===== src/rtl/mem_sched_pkg.sv =====
// Shared types for the memory request scheduler.
// Channel FSM states and request operation encoding.
package mem_sched_pkg;

    typedef enum logic [1:0] {
        IDLE,
        ISSUE,
        RESPOND
    } ch_state_e;

    typedef enum logic {
        OP_READ,
        OP_WRITE
    } op_e;

endpackage


===== src/rtl/mem_sched_channel.sv =====
// One memory channel: latches a granted request, runs the memory
// handshake and holds the consumer response until the consumer lets go.
module mem_sched_channel
    import mem_sched_pkg::*;
#(
    parameter int ADDR_BITS = 8,
    parameter int DATA_BITS = 16,
    parameter int CW        = 2
) (
    input  logic                 clk,
    input  logic                 reset,
    input  logic                 i_grant,
    input  logic [CW-1:0]        i_cons,
    input  op_e                  i_op,
    input  logic [ADDR_BITS-1:0] i_addr,
    input  logic [DATA_BITS-1:0] i_wdata,
    input  logic                 i_cons_valid,
    input  logic                 mem_read_ready,
    input  logic                 mem_write_ready,
    output ch_state_e            o_state,
    output logic [CW-1:0]        o_cons,
    output op_e                  o_op,
    output logic                 o_done,
    output logic                 o_release,
    output logic                 mem_read_valid,
    output logic [ADDR_BITS-1:0] mem_read_address,
    output logic                 mem_write_valid,
    output logic [ADDR_BITS-1:0] mem_write_address,
    output logic [DATA_BITS-1:0] mem_write_data
);

    ch_state_e            r_state;
    ch_state_e            w_next;
    logic [CW-1:0]        r_cons;
    op_e                  r_op;
    logic [ADDR_BITS-1:0] r_addr;
    logic [DATA_BITS-1:0] r_wdata;
    logic                 w_mem_ready;

    assign w_mem_ready = (r_op == OP_READ) ? mem_read_ready : mem_write_ready;

    always_ff @(posedge clk) begin
        if (reset) r_state <= IDLE;
        else       r_state <= w_next;
    end

    always_ff @(posedge clk) begin
        if (reset) begin
            r_cons  <= '0;
            r_op    <= OP_READ;
            r_addr  <= '0;
            r_wdata <= '0;
        end else if (i_grant) begin
            r_cons  <= i_cons;
            r_op    <= i_op;
            r_addr  <= i_addr;
            r_wdata <= i_wdata;
        end
    end

    always_comb begin
        w_next    = r_state;
        o_done    = 1'b0;
        o_release = 1'b0;
        unique case (r_state)
            IDLE: begin
                if (i_grant) w_next = ISSUE;
            end
            ISSUE: begin
                if (w_mem_ready) begin
                    w_next = RESPOND;
                    o_done = 1'b1;
                end
            end
            RESPOND: begin
                if (!i_cons_valid) begin
                    w_next    = IDLE;
                    o_release = 1'b1;
                end
            end
            default: w_next = IDLE;
        endcase
    end

    // Memory-side outputs are zero whenever no request is outstanding.
    assign mem_read_valid    = (r_state == ISSUE) && (r_op == OP_READ);
    assign mem_write_valid   = (r_state == ISSUE) && (r_op == OP_WRITE);
    assign mem_read_address  = mem_read_valid ? r_addr : '0;
    assign mem_write_address = mem_write_valid ? r_addr : '0;
    assign mem_write_data    = mem_write_valid ? r_wdata : '0;

    assign o_state = r_state;
    assign o_cons  = r_cons;
    assign o_op    = r_op;

endmodule


===== src/rtl/mem_scheduler.sv =====
// Round-robin consumer arbiter feeding NUM_CHANNELS memory channels.
// Optional grant counter enabled by defining MEM_SCHED_PERF_EN.
module mem_scheduler
    import mem_sched_pkg::*;
#(
    parameter int ADDR_BITS     = 8,
    parameter int DATA_BITS     = 16,
    parameter int NUM_CONSUMERS = 4,
    parameter int NUM_CHANNELS  = 1
) (
    input  logic                     clk,
    input  logic                     reset,
    input  logic [NUM_CONSUMERS-1:0] consumer_read_valid,
    input  logic [ADDR_BITS-1:0]     consumer_read_address [NUM_CONSUMERS],
    output logic [NUM_CONSUMERS-1:0] consumer_read_ready,
    output logic [DATA_BITS-1:0]     consumer_read_data [NUM_CONSUMERS],
    input  logic [NUM_CONSUMERS-1:0] consumer_write_valid,
    input  logic [ADDR_BITS-1:0]     consumer_write_address [NUM_CONSUMERS],
    input  logic [DATA_BITS-1:0]     consumer_write_data [NUM_CONSUMERS],
    output logic [NUM_CONSUMERS-1:0] consumer_write_ready,
    output logic [NUM_CHANNELS-1:0]  mem_read_valid,
    output logic [ADDR_BITS-1:0]     mem_read_address [NUM_CHANNELS],
    input  logic [NUM_CHANNELS-1:0]  mem_read_ready,
    input  logic [DATA_BITS-1:0]     mem_read_data [NUM_CHANNELS],
    output logic [NUM_CHANNELS-1:0]  mem_write_valid,
    output logic [ADDR_BITS-1:0]     mem_write_address [NUM_CHANNELS],
    output logic [DATA_BITS-1:0]     mem_write_data [NUM_CHANNELS],
    input  logic [NUM_CHANNELS-1:0]  mem_write_ready
`ifdef MEM_SCHED_PERF_EN
    ,
    output logic [31:0]              perf_grant_count
`endif
);

    localparam int CW = $clog2(NUM_CONSUMERS);
    localparam int HW = (NUM_CHANNELS > 1) ? $clog2(NUM_CHANNELS) : 1;

    logic [NUM_CONSUMERS-1:0] r_assigned;
    logic [NUM_CONSUMERS-1:0] w_pending;
    logic [CW-1:0]            r_rr;
    logic [DATA_BITS-1:0]     r_rdata [NUM_CONSUMERS];

    ch_state_e                w_state   [NUM_CHANNELS];
    logic [CW-1:0]            w_cons    [NUM_CHANNELS];
    op_e                      w_op      [NUM_CHANNELS];
    logic [NUM_CHANNELS-1:0]  w_done;
    logic [NUM_CHANNELS-1:0]  w_release;
    logic [NUM_CHANNELS-1:0]  w_cvalid;

    logic                     w_found;
    logic                     w_free;
    logic                     w_grant;
    logic [CW-1:0]            w_idx;
    logic [CW-1:0]            w_gcons;
    logic [HW-1:0]            w_gch;
    op_e                      w_gop;
    logic [ADDR_BITS-1:0]     w_gaddr;
    logic [DATA_BITS-1:0]     w_gwdata;

    assign w_pending = (consumer_read_valid | consumer_write_valid) & ~r_assigned;

    // Rotating scan from r_rr; lowest-index idle channel takes the grant.
    always_comb begin
        w_found = 1'b0;
        w_gcons = '0;
        w_idx   = '0;
        for (int k = 0; k < NUM_CONSUMERS; k++) begin
            w_idx = CW'((int'(r_rr) + k) % NUM_CONSUMERS);
            if (!w_found && w_pending[w_idx]) begin
                w_found = 1'b1;
                w_gcons = w_idx;
            end
        end
        w_free = 1'b0;
        w_gch  = '0;
        for (int h = NUM_CHANNELS - 1; h >= 0; h--) begin
            if (w_state[h] == IDLE) begin
                w_free = 1'b1;
                w_gch  = HW'(h);
            end
        end
        w_grant  = w_found && w_free;
        w_gop    = consumer_read_valid[w_gcons] ? OP_READ : OP_WRITE;
        w_gaddr  = (w_gop == OP_READ) ? consumer_read_address[w_gcons]
                                      : consumer_write_address[w_gcons];
        w_gwdata = consumer_write_data[w_gcons];
    end

    for (genvar h = 0; h < NUM_CHANNELS; h++) begin : g_ch
        assign w_cvalid[h] = (w_op[h] == OP_READ)
                           ? consumer_read_valid[w_cons[h]]
                           : consumer_write_valid[w_cons[h]];

        mem_sched_channel #(
            .ADDR_BITS (ADDR_BITS),
            .DATA_BITS (DATA_BITS),
            .CW        (CW)
        ) u_ch (
            .clk               (clk),
            .reset             (reset),
            .i_grant           (w_grant && (w_gch == HW'(h))),
            .i_cons            (w_gcons),
            .i_op              (w_gop),
            .i_addr            (w_gaddr),
            .i_wdata           (w_gwdata),
            .i_cons_valid      (w_cvalid[h]),
            .mem_read_ready    (mem_read_ready[h]),
            .mem_write_ready   (mem_write_ready[h]),
            .o_state           (w_state[h]),
            .o_cons            (w_cons[h]),
            .o_op              (w_op[h]),
            .o_done            (w_done[h]),
            .o_release         (w_release[h]),
            .mem_read_valid    (mem_read_valid[h]),
            .mem_read_address  (mem_read_address[h]),
            .mem_write_valid   (mem_write_valid[h]),
            .mem_write_address (mem_write_address[h]),
            .mem_write_data    (mem_write_data[h])
        );
    end

    always_ff @(posedge clk) begin
        if (reset) begin
            r_assigned <= '0;
            r_rr       <= '0;
            for (int c = 0; c < NUM_CONSUMERS; c++) r_rdata[c] <= '0;
        end else begin
            for (int h = 0; h < NUM_CHANNELS; h++) begin
                if (w_release[h]) r_assigned[w_cons[h]] <= 1'b0;
                if (w_done[h] && (w_op[h] == OP_READ))
                    r_rdata[w_cons[h]] <= mem_read_data[h];
            end
            if (w_grant) begin
                r_assigned[w_gcons] <= 1'b1;
                r_rr <= (w_gcons == CW'(NUM_CONSUMERS - 1)) ? '0 : w_gcons + 1'b1;
            end
        end
    end

    always_comb begin
        consumer_read_ready  = '0;
        consumer_write_ready = '0;
        for (int h = 0; h < NUM_CHANNELS; h++) begin
            if (w_state[h] == RESPOND) begin
                if (w_op[h] == OP_READ) consumer_read_ready[w_cons[h]]  = 1'b1;
                else                    consumer_write_ready[w_cons[h]] = 1'b1;
            end
        end
    end

    assign consumer_read_data = r_rdata;

`ifdef MEM_SCHED_PERF_EN
    logic [31:0] r_perf;

    always_ff @(posedge clk) begin
        if (reset)                        r_perf <= '0;
        else if (w_grant && ~&r_perf)     r_perf <= r_perf + 32'd1;
    end

    assign perf_grant_count = r_perf;
`endif

endmodule


===== config.mk =====
export PLATFORM = sky130hd
export DESIGN_NAME = mem_scheduler
export DESIGN_NICKNAME = d
export VERILOG_FILES = /design/src/rtl/mem_sched_pkg.sv /design/src/rtl/mem_sched_channel.sv /design/src/rtl/mem_scheduler.sv
export SDC_FILE = /design/constraint.sdc
export NUM_CORES = 1
export LEC_CHECK = 0
export ABC_AREA = 1
export CAP_MARGIN = 0
export CORE_UTILIZATION = 42
export CTS_CLUSTER_SIZE = 20
export DETAILED_ROUTE_END_ITERATION = 8
export GPL_TIMING_DRIVEN = 0
export PLACE_DENSITY = 0.81
export SYNTH_ARGS = -nofsm -noshare
export SYNTH_HDL_FRONTEND = slang
export SYNTH_SLANG_ARGS = --single-unit

===== constraint.sdc =====
create_clock -name clk -period 3 [get_ports clk]
set_input_delay 0.45 -clock clk [delete_from_list [all_inputs] [get_ports clk]]
set_output_delay 0.45 -clock clk [all_outputs]
set_load 0.02 [all_outputs]

### Word level (Yosys, flattened, before mapping)

Cells that the tools add are included.

* multiplexer cells: 62
* eq/ne operators: 6
* bitwise logic cells: 9
* reductions and logical operators: 15
* add/subtract/negate cells: 4
* order comparisons: 11

Operators by type and width (number)
* $bwmux 64: 1
* $mux 16: 4
* $mux 8: 7
* $bmux 16 s2: 1
* $bmux 8 s2: 2
* $demux 16 s2: 1
* $mux 4: 7
* $mux 1: 21
* $lt 2x3->1 const B: 6
* $mux 2: 8
* $bmux 1 s2: 7
* $logic_and 1x1->1: 10
* $and 4x4->4: 2
* $not 4->4: 2
* $or 4x4->4: 2
* $ge 3x3->1 const B: 2
* $not 2->3: 2
* $pmux 2 s3: 1
* $add 2x1->2 const B: 2
* $add 2x2->2 const B: 2
* $demux 1 s2: 2
* $eq 2x2->1 const B: 2
* $ge 2x1->1 const B: 2
* $ne 2x1->1 const B: 2
* 7 further kinds: 9

* flip-flop bits (word level): 99
* logic and storage cells: 118
* input bits: 156
* output and inout port bits: 106

### Depth between registers and ports, before layout

* depth in word-level cells: 20
* gate-level depth with buffers: 20
* mapped depth without buffers: 19

### Hierarchy

From an unflattened synthesis, not the netlist that was laid out.

* cells, all modules: 925
* area total of the unflattened synthesis: 5713.0 sq um

By module, submodules not included
* mem_scheduler: times used 1, cells an instance 753, area each 4399.2 sq um, sequential area each 1401.3 sq um
* mem_sched_channel: times used 1, cells an instance 172, area each 1313.8 sq um, sequential area each 580.6 sq um

### Worst setup path before layout

Ideal clock, no wire load.

* kind: input-to-reg
* from: in consumer_write_valid[2]
* to: reg r_rr[1]
* stages on the path: 15
* arrival time: 2.034 ns
* setup time: 0.128 ns
* required time: 2.872 ns
* buffers on the path: 2
* slack: 0.838 ns
* cell sequence: inv_1 > nand2_1 > nand3_1 > nand2_1 > nand2_1 > nand2_1 > nor2_4 > nand3_2 > nand2_4 > nand2_2 > buf_6 > buf_2 > ha_1 > o21ai_0 > a21oi_1

* longest elaborated chain between the ends: 16
* elaborated cells between the ends (all ways): 28
* classes of those cells: add/sub: 1; eq/ne: 1; mux: 17; bitwise: 2; reduce/logical: 7

RTL lines
* start: declaration: RTL line mem_scheduler.sv:17 `input logic [NUM_CONSUMERS-1:0] consumer_write_valid,`
* $or 4x4->4 (*): RTL line mem_scheduler.sv:60 `assign w_pending = (consumer_read_valid | consumer_write_valid) & ~r_assigned;`
* $and 4x4->4 (*): RTL line mem_scheduler.sv:60
* $bmux 1 s2: RTL line mem_scheduler.sv:69 `if (!w_found && w_pending[w_idx]) begin`
* $mux 1 (not written as such): RTL line mem_scheduler.sv:69
* $mux 1: RTL line mem_scheduler.sv:69
* $logic_not 1->1: RTL line mem_scheduler.sv:69
* $logic_and 1x1->1: RTL line mem_scheduler.sv:69
* $mux 1: RTL line mem_scheduler.sv:69
* $logic_not 1->1: RTL line mem_scheduler.sv:69
* $logic_and 1x1->1: RTL line mem_scheduler.sv:69
* $mux 1: RTL line mem_scheduler.sv:69
* $logic_not 1->1: RTL line mem_scheduler.sv:69
* $logic_and 1x1->1: RTL line mem_scheduler.sv:69
* $mux 2 (*): RTL line mem_scheduler.sv:69
* named net g_ch[0].u_ch.i_cons[0]: RTL line mem_sched_channel.sv:13 `input logic [CW-1:0] i_cons,`
* $add 2x1->2 or $eq 2x2->1 (tied branches): RTL line mem_scheduler.sv:135 `r_rr <= (w_gcons == CW'(NUM_CONSUMERS - 1)) ? '0 : w_gcons + 1'b1;`
* $mux 2 (*): RTL line mem_scheduler.sv:135
* end signal: assignment: RTL line mem_scheduler.sv:135
* end: declaration: RTL line mem_scheduler.sv:40 `logic [CW-1:0] r_rr;`

Mark *: on every way through the listed nets, which the timed path passes. The rest lies on a longest branch. The select of a mux whose other input is x is not followed.
A chain may end at the register's enable or synchronous reset.

==> results.tsv <==
metric	value	unit
status	complete, no violations	
FF-to-FF path depth	15	
Yosys warning total	0	
RR Endpoint	r_rr[1]$_SDFFE_PP0P_	
layout cells sized above 1	0.0480	
die height	118	um
CP peak stage delay	660	ps
largest net degree at the start of global routing	20	
# setup viols final	0	
Area growth syn-to-layout	55.7	%
max-capacitance violation count	0	
Setup crit end kind	output pin	
final period utilization	0.949	
Die W	118	um
RSZ-0062 raised after global routing	false	
# fillers	1179	
Worst-path clk slew	70	ps
# port buffers	260	
Final Max Tran Viols	0	
worst path arrival time	2400	ps
Mapped Cells	912	
ys flop type	dfxtp_1	
Via density	4.95	
DRT iter0 DRCs	495	
hpwl dp	16000	um
clock root cell	clkbuf_16	
std cell rows	42	
top cells by area, synth	dfxtp_1 (35%), nor2_1 (11%), nand2_1 (10%)	
Setup Buffers After CTS	0	
Tot GR Track Use	0.291	
minimum clock period	2850	ps
Pleak	0.00402	uW
Design Area, Final	0.00880	mm^2
gpl congestion	0.893	
CTS tree	yes	
sequential area share after synthesis	0.351	
Placeable Area	0.0132	mm^2
Final ANT Viol Nets	0	
worst-skew pair later-pin latency	340	ps
CTS max path bufs	2	
Max Freq	351	MHz
final core occ	0.667	
Ports	262	
Critical R2R Launch	r_rr[0]$_SDFFE_PP0P_	
WS Path Type	reg2out	
WHS Path Cells	2	
clock skew	6.60	ps
TritonCTS Buffers	9	
most frequent cells in the layout	clkdlybuf4s50_1 (258), nor2_1 (173), nand2_1 (154)	
top cell type's share of synthesized area	0.351	
hold_buf cts	0	
Starting Density	0.429	
GR Overflow Total	0	
CTS H-Tree Depth	3	
Synth cell types	27	
Synthesized Nets	1072	
final hold violation count	0	
area leader, netlist	dfxtp_1	
NumNets Final	1343	
vias in the first global route	6356	
DR WL/cell	15.1	um
slowest cell on the critical path	clkdlybuf4s50_1	
number of remaining DRC errors	0	
power per cell area	992	mW/mm^2
Worst slew margin	0.618	
DP Area	0.00848	mm^2
Yosys reg bits	99	
Die ar.	0.0139	mm^2
clk sinks	99	
CP cell instances	inv_1 -> nor2_1 -> inv_1 -> nor2_1 -> inv_1 -> clkbuf_2 -> nor2_1 -> clkdlybuf4s50_1	
ys async rst share	0	
initial antenna violation count	0	
hold path startpoint	consumer_read_data[51]$_SDFFE_PP0P_	
Critical Path RT	2550	ps
Slew @ Worst Pin	572	ps
antenna fix cells	0	
number of synthesized flops with an enable pin	0	
DR vias	6756	
Startpoint Class	flip-flop	
Hold EP	consumer_read_data[51]$_SDFFE_PP0P_	
Worst VDD drop	0.000553	V
Mean Syn Cell Area	6.20	um^2
post-synthesis cell area	0.00565	mm^2
first-pass GRT wire length	32300	um
crit-path max FO	10	
final wirelength	20700	um
drt pass-1 iters	5	
Hold/Removal Path Class	reg2reg	
commonest non-fill, non-tap cell in the layout	clkdlybuf4s50_1	
R2R setup slack	500	ps
worst max-delay path by stage:
stage                                              start                    to  slack (ps)  cells past startpoint
finish              g_ch[0].u_ch.o_state[0]$_SDFFE_PP0P_     mem_write_data[5]         150                      8
global route        g_ch[0].u_ch.o_state[0]$_SDFFE_PP0P_     mem_write_data[5]           7                      8
CTS                 g_ch[0].u_ch.o_state[0]$_SDFFE_PP0P_  mem_write_address[5]          20                      8
detailed placement                consumer_read_valid[0]  r_rr[1]$_SDFFE_PP0P_        -100                     16
global placement                  consumer_read_valid[0]  r_rr[1]$_SDFFE_PP0P_        -150                     16
floorplan                        consumer_write_valid[2]  r_rr[1]$_SDFFE_PP0P_         840                     15
cells in the mapped netlist (3+ instances only):
| cell | instances |
|---|---|
| nor2_1 | 173 |
| o21ai_1 | 26 |
| ha_1 | 4 |
| inv_1 | 135 |
| nand2_1 | 154 |
| o21ai_0 | 94 |
| nand2_2 | 5 |
| nand3_1 | 68 |
| nand3_2 | 4 |
| buf_1 | 3 |
| buf_6 | 5 |
| nand3b_1 | 33 |
| buf_2 | 13 |
| buf_4 | 4 |
| dfxtp_1 | 99 |
| a21oi_1 | 50 |
| inv_2 | 3 |
| o22ai_1 | 4 |
| clkbuf_1 | 27 |
power breakdown:
part	internal [uW]	switching [uW]
Combinational	2070	3740
Sequential	1600	111
Clock	669	540
through the flow:
stage	hold slack, ps	cells	total power (uW)	setup slack [ps]	TNS [ps]
5_1_grt	463	1364	9480	6.77	0
4_1_cts	445	1364	8690	18.1	0
3_5_place_dp	434	1348	7460	-104	-104
6_report	445	1364	8730	153	0
3_3_place_gp	432	1348	7400	-152	-152
2_1_floorplan	450	912	5680	838	0
worst max-delay path, delay by kind of cell, from the launching register on:
family	cells	cell delay, ps
flip-flops	1	350
buffers and inverters	5	1200
AND/OR/NAND/NOR	3	510
metal layers:
| metal | global-route usage | share of wire | up-vias |
|---|---|---|---|
| li1 | - | - | 3408 |
| met5 | 0 | 0 | - |
| met3 | 0.0480 | 0.064 | 42 |
| met2 | 0.494 | 0.47 | 282 |
| met4 | 0.103 | 0.030 | 0 |
| met1 | 0.370 | 0.43 | 3024 |
flip-flops by register name (all words and copies together) (netlist names):
signal / cells
g_ch.u_ch.o_cons: 2
g_ch.u_ch.o_op: 1
consumer_read_data: 64
r_rr: 2
g_ch.u_ch.r_addr: 8
g_ch.u_ch.r_wdata: 16
g_ch.u_ch.o_state: 2
r_assigned: 4
layout make-up:
class                      instances  area (um^2)  area share
buffer                            52          267      0.0303
clock buffer                       9          225      0.0256
clock inverter                     7         91.3      0.0104
inverter                         138          518      0.0589
multi-input combinational        623         2890       0.328
sequential                        99         1980       0.225
tap                              176          220      0.0250
timing repair buffer             260         2610       0.296
repair_timing:
action,CTS,global route
endpoints found under the setup margin,0,15
resized for setup,0,6
hold endpoints to repair,0,0
logic make-up after synthesis:
kind of cell | after synthesis | share of synthesized area
buffers and inverters | 190 | 0.138
and+or+nand+nor | 440 | 0.339
xor gates and xnor gates | 2 | 0.00443
adders and majority gates | 4 | 0.00885
DFF | 99 | 0.351
AOI/OAI and AO/OA | 177 | 0.159
Power figures use the tool's default switching activity.
